===== src/rtl/dmem_arbiter.sv =====
// dmem_arbiter: lets two masters share one synchronous single-port data RAM.
// Port 0 is the CPU load/store path and port 1 is the DMA/debug master.
// Only one transaction is in flight at a time: accept, then memory strobe,
// then response. Nothing can be accepted while a transaction is outstanding.
// Arbitration: by default port 0 has priority, and a MAX_BURST starvation
// guard stops it from locking out port 1. Define DMEM_ARB_RR_EN to use
// round-robin arbitration instead.
module dmem_arbiter #(
  parameter int unsigned ADDR_W    = 32,
  parameter int unsigned MAX_BURST = 4
) (
  input  logic              clk,
  input  logic              rst,
  input  logic              req0_valid,
  output logic              req0_ready,
  input  logic [ADDR_W-1:0] req0_addr,
  input  logic              req0_we,
  input  logic [3:0]        req0_be,
  input  logic [31:0]       req0_wdata,
  output logic              rsp0_valid,
  output logic [31:0]       rsp0_rdata,
  input  logic              req1_valid,
  output logic              req1_ready,
  input  logic [ADDR_W-1:0] req1_addr,
  input  logic              req1_we,
  input  logic [3:0]        req1_be,
  input  logic [31:0]       req1_wdata,
  output logic              rsp1_valid,
  output logic [31:0]       rsp1_rdata,
  output logic              mem_en,
  output logic              mem_we,
  output logic [ADDR_W-1:0] mem_addr,
  output logic [3:0]        mem_be,
  output logic [31:0]       mem_wdata,
  input  logic [31:0]       mem_rdata
);

  if (MAX_BURST < 1) begin : g_bad_max_burst
    $error("dmem_arbiter: MAX_BURST must be at least 1");
  end

  typedef enum logic [1:0] {IDLE, ACCESS, RESP} state_e;

  state_e              state_q, state_d;
  logic                owner_q, owner_d;        // 1 = port 1 owns the access
  logic                rsp_load_q, rsp_load_d;  // the response belongs to a load
  logic                mem_en_q, mem_en_d;
  logic                mem_we_q, mem_we_d;
  logic [ADDR_W-1:0]   mem_addr_q, mem_addr_d;
  logic [3:0]          mem_be_q, mem_be_d;
  logic [31:0]         mem_wdata_q, mem_wdata_d;
  logic                rsp0_valid_q, rsp0_valid_d;
  logic                rsp1_valid_q, rsp1_valid_d;
  logic                grant;
  logic                pick1;                   // the grant goes to port 1

  assign grant = (state_q == IDLE) && (req0_valid || req1_valid);

`ifdef DMEM_ARB_RR_EN
  logic last_q, last_d;  // port granted most recently

  // Round-robin: when both ports request, the one not granted last wins.
  always_comb begin
    pick1  = req1_valid && (!req0_valid || !last_q);
    last_d = grant ? pick1 : last_q;
  end

  // Last-grant pointer. It resets to port 1 so port 0 wins the first contest.
  always_ff @(posedge clk or posedge rst) begin
    if (rst) last_q <= 1'b1;
    else     last_q <= last_d;
  end
`else
  localparam int unsigned CNT_W = $clog2(MAX_BURST + 1);

  logic [CNT_W-1:0] burst_cnt_q, burst_cnt_d;

  // Fixed priority for port 0. Port 1 takes a turn once port 0 has won
  // MAX_BURST grants in a row while port 1 was waiting.
  always_comb begin
    pick1       = req1_valid && (!req0_valid || (burst_cnt_q == CNT_W'(MAX_BURST)));
    burst_cnt_d = burst_cnt_q;
    if (grant) begin
      if (pick1 || !req1_valid) burst_cnt_d = '0;
      else                      burst_cnt_d = burst_cnt_q + 1'b1;
    end
  end

  // Starvation counter register.
  always_ff @(posedge clk or posedge rst) begin
    if (rst) burst_cnt_q <= '0;
    else     burst_cnt_q <= burst_cnt_d;
  end
`endif

  // Ready is combinational to the winner. It is held low during reset,
  // because the state register reads IDLE while reset is asserted.
  assign req0_ready = grant && !pick1 && !rst;
  assign req1_ready = grant &&  pick1 && !rst;

  // Next-state and datapath decode for IDLE -> ACCESS -> RESP -> IDLE.
  always_comb begin
    // NOTE: every variable gets a default before the case, so no path can leave one unassigned and infer a latch.
    state_d      = state_q;
    owner_d      = owner_q;
    rsp_load_d   = rsp_load_q;
    mem_en_d     = 1'b0;
    mem_we_d     = 1'b0;
    mem_addr_d   = mem_addr_q;
    mem_be_d     = mem_be_q;
    mem_wdata_d  = mem_wdata_q;
    rsp0_valid_d = 1'b0;
    rsp1_valid_d = 1'b0;
    case (state_q)
      IDLE: begin
        if (grant) begin
          state_d     = ACCESS;
          owner_d     = pick1;
          mem_en_d    = 1'b1;
          mem_we_d    = pick1 ? req1_we : req0_we;
          mem_addr_d  = pick1 ? req1_addr : req0_addr;
          mem_wdata_d = pick1 ? req1_wdata : req0_wdata;
          // Reads never carry byte enables. A store with be=0000 passes through unchanged.
          mem_be_d    = mem_we_d ? (pick1 ? req1_be : req0_be) : 4'b0000;
        end
      end
      ACCESS: begin
        state_d      = RESP;
        rsp_load_d   = !mem_we_q;
        rsp0_valid_d = !owner_q;
        rsp1_valid_d =  owner_q;
      end
      RESP:    state_d = IDLE;
      default: state_d = IDLE;
    endcase
  end

  // State and output registers. Reset clears everything, including any
  // in-flight access, so no response is produced after reset.
  always_ff @(posedge clk or posedge rst) begin
    if (rst) begin
      state_q      <= IDLE;
      owner_q      <= 1'b0;
      rsp_load_q   <= 1'b0;
      mem_en_q     <= 1'b0;
      mem_we_q     <= 1'b0;
      mem_addr_q   <= '0;
      mem_be_q     <= 4'b0000;
      mem_wdata_q  <= '0;
      rsp0_valid_q <= 1'b0;
      rsp1_valid_q <= 1'b0;
    end else begin
      // NOTE: non-blocking assignments make all flops update together from pre-edge values.
      state_q      <= state_d;
      owner_q      <= owner_d;
      rsp_load_q   <= rsp_load_d;
      mem_en_q     <= mem_en_d;
      mem_we_q     <= mem_we_d;
      mem_addr_q   <= mem_addr_d;
      mem_be_q     <= mem_be_d;
      mem_wdata_q  <= mem_wdata_d;
      rsp0_valid_q <= rsp0_valid_d;
      rsp1_valid_q <= rsp1_valid_d;
    end
  end

  assign mem_en     = mem_en_q;
  assign mem_we     = mem_we_q;
  assign mem_addr   = mem_addr_q;
  assign mem_be     = mem_be_q;
  assign mem_wdata  = mem_wdata_q;
  assign rsp0_valid = rsp0_valid_q;
  assign rsp1_valid = rsp1_valid_q;
  // The RAM presents its read data in the RESP cycle. That data is gated
  // through only by registered flags, so the response still arrives two
  // cycles after acceptance, and the output is zero at all other times.
  assign rsp0_rdata = (rsp0_valid_q && rsp_load_q) ? mem_rdata : 32'h0;
  assign rsp1_rdata = (rsp1_valid_q && rsp_load_q) ? mem_rdata : 32'h0;

endmodule


===== config.mk =====
export PLATFORM = sky130hd
export DESIGN_NAME = dmem_arbiter
export DESIGN_NICKNAME = d
export VERILOG_FILES = /design/src/rtl/dmem_arbiter.sv
export SDC_FILE = /design/constraint.sdc
export NUM_CORES = 1
export LEC_CHECK = 0
export BUFFER_PORTS_ARGS = -buffer_cell sky130_fd_sc_hd__buf_2
export CORE_AREA = 2 2 120 122
export CTS_BUF_LIST = sky130_fd_sc_hd__clkbuf_4 sky130_fd_sc_hd__clkbuf_8 sky130_fd_sc_hd__clkbuf_16
export CTS_CLUSTER_SIZE = 8
export DETAILED_ROUTE_END_ITERATION = 6
export DIE_AREA = 0 0 122 124
export HOLD_SLACK_MARGIN = 0.05
export SLEW_MARGIN = 25
export SYNTH_ARGS = -nofsm -noshare
export SYNTH_HDL_FRONTEND = slang
export SYNTH_SLANG_ARGS = --single-unit

===== constraint.sdc =====
create_clock -name clk -period 3.1 [get_ports clk]
set_input_delay 0.465 -clock clk [delete_from_list [all_inputs] [get_ports clk]]
set_output_delay 0.465 -clock clk [all_outputs]
set_load 0.1 [all_outputs]

Word level (Yosys, flattened, before mapping)
Index checks and enable logic that the tools add are counted.
Storage, ports and cells
  input port bits: 174
  bits in latches: 0
  ROM bits: 0
  word-level logic and storage cells: 50
  output and inout port bits: 138
  bits in registers: 79
  memories: 0
  memory bits (writable): 0
Operators by class
  shift operators: 0
  equality and inequality tests: 3
  div/mod/pow operators: 0
  reduce and logical (&&, ||, !) cells: 19
  mux-type cells: 16
  $lt $le $gt $ge: 0
  $add $sub $neg: 1
  bitwise gates (word level): 0
  multipliers: 0
Operators with widths (count)
  $mux 32: 4
  $logic_and 1x1->1: 8
  $mux 4: 2
  $mux 1: 7
  $logic_not 1->1: 6
  $pmux 2 s2: 1
  $add 3x1->3 const B: 1
  $eq 3x3->1 const B: 1
  $logic_or 1x1->1: 3
  $mux 3: 1
  $eq 2x1->1 const B: 1
  $logic_not 2->1: 1
  $mux 2: 1
  $ne 2x2->1 const B: 1
  $reduce_and 2->1: 1

Longest topological paths before layout
Gate-level depths: netlist of the first run.
  depth after elaboration: 6
  depth in mapped cells: 8
  mapped depth without buffers: 5

Least setup slack after synthesis of the first run
Ideal clock, no wire load.
  kind: input to output
  start point: in rst
  end point: out req0_ready
  data required time: 2.635 ns
  path buffers: 0
  stages: 2
  arrival time: 3.064 ns
  setup slack: -0.429 ns
  cell sequence: inv_1 and2_1
Between the ends
  longest elaborated chain between the ends: 2
RTL lines
  from (decl): line 13  | input logic rst,
  $logic_not 1->1 (no line)
  $logic_and 1x1->1: line 98  | assign req0_ready = grant && !pick1 && !rst;
  to (decl): line 15  | output logic req0_ready,
Every way passes these cells.

Worst setup path in the final report of the first run
  start point: reg burst_cnt_q[0]
  end point: out req1_ready
Between the ends
  longest elaborated chain between the ends: 5
RTL lines
  from (decl): line 76  | logic [CNT_W-1:0] burst_cnt_q, burst_cnt_d;
  from (signal assigned): line 92  | else burst_cnt_q <= burst_cnt_d;
  $eq 3x3->1: line 81  | pick1 = req1_valid && (!req0_valid || (burst_cnt_q == CNT_W'(MAX_BURST)));
  $logic_or 1x1->1: line 81
  $logic_and 1x1->1: line 81
  $logic_and 1x1->1 (2 in series): line 99  | assign req1_ready = grant && pick1 && !rst;
  to (decl): line 23  | output logic req1_ready,
Every way passes these cells.

==> results of run 1 <==
cells in the final DEF, fill, tap and decap left out, types with 2 or more instances in the layout:
master / Yosys / layout
clkinv_2: 0 / 2
a221o_1: 64 / 64
buf_4: 0 / 4
bufinv_16: 0 / 2
clkinv_4: 0 / 2
a21boi_0: 57 / 57
inv_1: 7 / 6
o21ai_0: 2 / 2
nand2_1: 4 / 4
and2_1: 3 / 3
a311o_1: 4 / 4
nand3_1: 2 / 2
a21boi_1: 12 / 12
ha_1: 2 / 2
buf_2: 3 / 311
dfrtp_1: 79 / 79
and3_1: 69 / 68
clkbuf_16: 0 / 9
kinds of logic (layout without fill, tap and decap cells):
family          count (synthesis)  after routing  share of synthesized area [%]
buf+inv                        51            340                           6.30
compound gates                146            146                           31.1
fa+ha+maj                       2              2                          0.618
simple gates                   86             86                           13.1
other cells                     0              1                              0
flops                          79             79                           48.8
routing by layer:
metal	wire (µm)	vias up	GRT usage [%]
li1	-	2000	-
met1	5790	2092	21.4
met2	7360	249	32.4
met3	1470	24	5.86
met4	225	2	5.68
met5	13	-	0
stage by stage:
stage / utilization, % / std cells / hold slack (ns)
6_report: 43.7 / 834 / 0.0642
4_1_cts: 43.7 / 833 / 0.0525
3_5_place_dp: 41.3 / 817 / 0.421
5_1_grt: 43.7 / 834 / 0.0687
2_1_floorplan: - / 364 / 0.418
3_3_place_gp: 41.3 / 817 / 0.419
critical path, delay by kind of cell (launching register included):
kind	cells	cell delay (ns)
compound gates	1	0.21
flops	1	0.39
fa+ha+maj	1	0.22
simple gates	2	0.48
buf+inv	2	0.53
registers in the layout, summed over array words and instances (netlist names):
signal,flops
mem_addr,32
mem_wdata,32
mem_be,4
burst_cnt_q,3
state_q,2
mem_en,1
mem_we,1
owner_q,1
rsp0_valid,1
rsp1_valid,1
rsp_load_q,1
area by class of cell:
class	count	area (µm²)
multi-input cells	234	1830
well taps	180	225
diodes	1	2.50
clock inverters	7	96.3
flip-flops and latches	79	1980
clock buffers	9	225
inverters	7	30.0
fillers	1342	7720
repair buffers	317	1620
path summary, 6_finish.rpt:
kind / endpoint / startpoint / cells after the start / slack [ns]
worst min-delay path: mem_addr[27] / rst / 2 / 0.06
worst min register to register: rsp0_valid / owner_q / 1 / 0.45
max in group asynchronous: rsp1_valid / rst / 3 / 2.12
min in group clk: mem_addr[27] / req0_addr[27] / 2 / 0.35
worst max register to register: mem_wdata[15] / burst_cnt_q[0] / 6 / 0.97
worst max-delay path: req1_ready / burst_cnt_q[0] / 6 / 0.47
==> impl_metrics.sql, run 1 <==
INSERT INTO impl_metrics (metric_group, metric, value, unit) VALUES
('status', 'run_status', 'finished, final reports clean', ''),
('clocking', 'cts.hold.buffers_added', '0', ''),
('worst_setup_path', 'worstPathRequired', '2.63', 'ns'),
('clocking', 'number_of_levels_the_h_tree_was_split_into', '3', ''),
('cells_and_area', 'finish.instance_area', '6000', 'µm²'),
('clocking', 'clkSlewWorstSetupHoldPaths', '0.07', 'ns'),
('synthesis', 'synth-warning-count', '0', ''),
('worst_hold_path', 'min_path_type', 'in -> async', ''),
('sta', 'rsz_0062_raised_after_global_routing', 'false', ''),
('worst_setup_path', 'criticalPathCategory', 'reg -> out', ''),
('synthesis', 'ys_ff_latch', '79', ''),
('grt', 'global_route_wire_length_before_repair', '21600', 'µm'),
('clocking', 'post_cts_repair_setup_buffers', '0', ''),
('worst_setup_path', 'setup.worst_path.end_class', 'primary output', ''),
('sta', 'setup_tns', '0', 'ns'),
('sta', 'timing.clock.skew', '0.00844', 'ns'),
('route', 'routed_wirelength', '14900', 'µm'),
('synthesis', 'yosys.cell_count.top_type', 'dfrtp_1', ''),
('clocking', 'numCtsBuffers', '9', ''),
('synthesis', 'syn-cell-area', '4050', 'µm²'),
('synthesis', 'ys_async_sr_fraction', '100', '%'),
('synthesis', 'synth_top_area_share', '48.8', '%'),
('synthesis', 'yosysSeqAreaShare', '48.8', '%'),
('worst_setup_path', 'crit_slowest_cell', 'buf_2', ''),
('placed_design', 'dp_slack', '0.836', 'ns'),
('sta', 'setup_viol_count_final', '0', ''),
('synthesis', 'syn_avg_cell_area', '11.1', 'µm²'),
('floorplan', 'die_w', '122', 'µm'),
('grt', 'number_of_antenna_violations_at_the_first_check_in_global_routing', '3', ''),
('route', 'route.detailed.drc', '0', ''),
('worst_setup_path', 'cp_cell_sequence', 'inv_1 > ha_1 > a21bo_2 > and3_4 > and2_1 > buf_2', ''),
('sta', 'max-slew-margin-rel', '45.4', '%'),
('sta', 'finalCriticalPeriod', '2.63', 'ns'),
('synthesis', 'synth_top_cells_by_count', 'dfrtp_1, and3_1, a221o_1', ''),
('floorplan', 'core-area', '13700', 'µm²'),
('route', 'drtAntennaViolNets', '0', ''),
('synthesis', 'syn-num-nets', '540', ''),
('synthesis', 'synthCells', '364', ''),
('sta', 'maxClockFrequency', '381', 'MHz'),
('synthesis', 'post_synth_num_cell_types', '29', ''),
('cells_and_area', 'design.final.nets', '824', ''),
('synthesis', 'synth_ff_type', 'dfrtp_1', ''),
('placed_design', 'count_of_port_buffers_added_during_placement', '311', ''),
('floorplan', 'placement_rows', '43', ''),
('synthesis', 'number_of_flops_mapped_to_enable_cells_by_yosys', '0', ''),
('cells_and_area', 'area_added_between_synthesis_and_finish', '48.2', '%'),
('worst_setup_path', 'cpPeakStageDelay', '0.43', 'ns'),
('grt', 'globalRouteTotalUtil', '18.4', '%'),
('clocking', 'clkSinkCount', '79', ''),
('clocking', 'cts_tree', 'built', ''),
('floorplan', 'top_level_ports', '312', ''),
('route', 'post_drt_wl_per_cell', '17.8', 'µm'),
('worst_setup_path', 'critPathLaunchType', 'flop', ''),
('sta', 'finalHoldViolCount', '0', ''),
('clocking', 'clk_latency', '0.34', 'ns'),
('clocking', 'clock_path_buffers', '2', ''),
('placed_design', 'gp_routability_congestion', '0.770', ''),
('placed_design', 'hpwl', '10800', 'µm'),
('route', 'via_count', '4367', ''),
('synthesis', 'largest_area_contributor_in_the_netlist', 'dfrtp_1', ''),
('cells_and_area', 'post_route_cells_drive_above_1_share', '51.9', '%'),
('floorplan', 'dieHeight', '124', 'µm'),
('route', 'drtPass1Iterations', '4', ''),
('floorplan', 'initial_core_util', '29.5', '%'),
('placed_design', 'area_post_placement', '5670', 'µm²'),
('worst_setup_path', 'worst_ep_arrival_time', '2.16', 'ns'),
('clocking', 'cts.repair.resized', '0', ''),
('grt', 'global_route.overflow_total', '0', ''),
('synthesis', 'ys_top_cells_by_area', 'dfrtp_1, a221o_1, and3_1', ''),
('worst_setup_path', 'critical_path_peak_fanout', '15', ''),
('sta', 'slew_viol_final', '0', ''),
('grt', 'largest_net_degree_at_the_start_of_global_routing', '73', ''),
('route', 'detailedRoute.firstIterationViolations', '239', ''),
('flow_run', 'cap_viol_max_count', '0', ''),
('clocking', 'cts.root.buffer_cell', 'clkbuf_16', ''),
('sta', 'worst-slew-pin-transition', '0.819', 'ns'),
('route', 'routed_via_density', '5.24', ''),
('sta', 'post-route-period-util', '84.8', '%'),
('sta', 'postLayoutSetupSlackWorst', '0.472', 'ns'),
('floorplan', 'dieArea', '15100', 'µm²'),
('grt', 'grt_pass1_vias', '4212', '');
Power of run 1 is not shown: default switching activity piles up to over one toggle a cycle in this logic, so the estimate is an artifact.
==> run 2: changes to the inputs <==
Clock period 3.1 ns to 2.6 ns, I/O delays scaled along.
==> impl_metrics.sql, run 2 (synthesized netlist as in run 1, its figures left out) <==
INSERT INTO impl_metrics (metric_group, metric, value, unit) VALUES
('status', 'run_status', 'finished, final reports clean', ''),
('route', 'via_count', '4337', ''),
('worst_setup_path', 'r2r_end', 'mem_be[2]', ''),
('clocking', 'clock_path_buffers', '2', ''),
('worst_setup_path', 'critical_path_startpoint', 'burst_cnt_q[0]', ''),
('grt', 'number_of_antenna_violations_at_the_first_check_in_global_routing', '1', ''),
('floorplan', 'dieArea', '15100', 'µm²'),
('route', 'drtPass1Iterations', '4', ''),
('cells_and_area', 'post_route_cells_drive_above_1_share', '52.3', '%'),
('sta', 'setup_tns', '0', 'ns'),
('sta', 'max-slew-margin-rel', '50.5', '%'),
('grt', 'largest_net_degree_at_the_start_of_global_routing', '79', ''),
('sta', 'post-route-period-util', '91.3', '%'),
('floorplan', 'placement_rows', '43', ''),
('floorplan', 'initial_core_util', '29.5', '%'),
('clocking', 'post_cts_repair_setup_buffers', '0', ''),
('clocking', 'clkSinkCount', '79', ''),
('clocking', 'number_of_levels_the_h_tree_was_split_into', '3', ''),
('route', 'post_drt_wl_per_cell', '18.5', 'µm'),
('worst_hold_path', 'whs_path_depth', '2', ''),
('sta', 'maxClockFrequency', '421', 'MHz'),
('route', 'routed_wirelength', '15400', 'µm'),
('clocking', 'cts.root.buffer_cell', 'clkbuf_16', ''),
('sta', 'finalHoldViolCount', '0', ''),
('grt', 'globalRouteTotalUtil', '18.7', '%'),
('floorplan', 'dieHeight', '124', 'µm'),
('worst_setup_path', 'worst_ep_arrival_time', '1.98', 'ns'),
('floorplan', 'core-area', '13700', 'µm²'),
('worst_setup_path', 'rr_worst_depth', '6', ''),
('worst_setup_path', 'worstPathRequired', '2.21', 'ns'),
('floorplan', 'die_w', '122', 'µm'),
('cells_and_area', 'fillers', '1316', ''),
('cells_and_area', 'mostFrequentLayoutCell', 'buf_2', ''),
('placed_design', 'count_of_port_buffers_added_during_placement', '311', ''),
('clocking', 'clk_latency', '0.33', 'ns'),
('route', 'drtAntennaViolNets', '0', ''),
('placed_design', 'hpwl', '11200', 'µm'),
('clocking', 'clkSlewWorstSetupHoldPaths', '0.06', 'ns'),
('worst_setup_path', 'critical_path_peak_fanout', '14', ''),
('worst_hold_path', 'min_path_type', 'in -> reg', ''),
('worst_setup_path', 'critPathLaunchType', 'flop', ''),
('grt', 'global_route.overflow_total', '0', ''),
('worst_hold_path', 'whs_endpoint', 'mem_addr[6]', ''),
('cells_and_area', 'design.final.nets', '828', ''),
('floorplan', 'top_level_ports', '312', ''),
('worst_setup_path', 'register_to_register_setup_slack', '0.59', 'ns'),
('worst_setup_path', 'criticalPathCategory', 'reg -> out', ''),
('route', 'routed_via_density', '5.18', ''),
('sta', 'timing.clock.skew', '0.00759', 'ns'),
('sta', 'rsz_0062_raised_after_global_routing', 'false', ''),
('placed_design', 'gp_routability_congestion', '0.773', ''),
('cells_and_area', 'area_added_between_synthesis_and_finish', '51.2', '%'),
('clocking', 'cts_tree', 'built', ''),
('worst_setup_path', 'reg2reg_from', 'burst_cnt_q[0]', ''),
('sta', 'slew_viol_final', '0', ''),
('sta', 'worst-slew-pin-transition', '0.743', 'ns'),
('grt', 'grt_pass1_vias', '4244', ''),
('grt', 'global_route_wire_length_before_repair', '21900', 'µm'),
('clocking', 'numCtsBuffers', '9', ''),
('route', 'route.detailed.drc', '0', ''),
('worst_hold_path', 'hold_path_startpoint', 'req1_addr[6]', ''),
('flow_run', 'cap_viol_max_count', '0', ''),
('worst_setup_path', 'setup.worst_path.end_class', 'primary output', ''),
('route', 'detailedRoute.firstIterationViolations', '204', ''),
('cells_and_area', 'mostFrequentLayoutCells', 'buf_2, dfrtp_1, and3_1, a221o_1, a21boi_0', ''),
('sta', 'setup_viol_count_final', '0', ''),
('sta', 'finalCriticalPeriod', '2.37', 'ns');
-- run 2: cell types whose count changed in the layout (fill, tap and decap cells not counted), moves of 2 or more --
cell      delta
clkinv_4     -2
buf_2        -2
and2_2       +2
clkbuf_8     +2
and2_1       -2
clkinv_2     -2
buf_12       +4
-- run 2: cell type report --
cell class	instances	area [µm²]	area share, %
sequential	79	1980	32.3
multi-input combinational	235	1840	30.0
timing repair buffer	320	1700	27.7
clock buffer	12	260	4.25
tap	180	225	3.68
clock inverter	3	90.1	1.47
inverter	7	30.0	0.490
antenna	1	2.50	0.0409
-- run 2: metal layers --
metal / up-vias / share of wire, % / global-route usage [%]
li1: 1995 / - / -
met1: 2113 / 38 / 20.9
met2: 220 / 52 / 34.3
met3: 9 / 9.2 / 6.59
met4: 0 / 0.75 / 3.74
met5: - / 0 / 0
-- run 2: how the worst max path moves through the flow --
stage | to | slack (ns) | cells after the start
after global placement | mem_be[3] | 0.52 | 6
after detailed placement | mem_wdata[0] | 0.46 | 6
after CTS | req1_ready | 0.13 | 6
after floorplan | req0_ready | 0.01 | 2
after global routing | req1_ready | 0.05 | 6
final | req1_ready | 0.23 | 6
-- run 2: worst max-delay path, stage by stage, from the launching register on --
cell and delay (ns):
dfrtp_1 0.38, inv_1 0.09, ha_1 0.19, a21bo_2 0.24, and3_4 0.36, and2_2 0.21, buf_12 0.17
-- run 2: repair_timing --
action / in CTS / in global routing
setup endpoints to repair: 0 / 2
endpoints found under the hold margin: 1 / 0
resized for setup: 0 / 1
hold buffers: 1 / 0
-- run 2: through the flow --
step | utilization [%] | worst slack [ns] | std cells | hold WS (ns) | instance area (µm²)
3_3_place_gp | 41.9 | 0.520 | 819 | 0.280 | 5740
4_1_cts | 44.5 | 0.129 | 835 | 0.273 | 6100
3_5_place_dp | 41.9 | 0.464 | 819 | 0.276 | 5740
5_1_grt | 44.6 | 0.0543 | 836 | 0.272 | 6120
2_1_floorplan | - | 0.0131 | 364 | 0.418 | 4060
6_report | 44.6 | 0.225 | 837 | 0.283 | 6120
Power of run 2 is left out for the same reason.
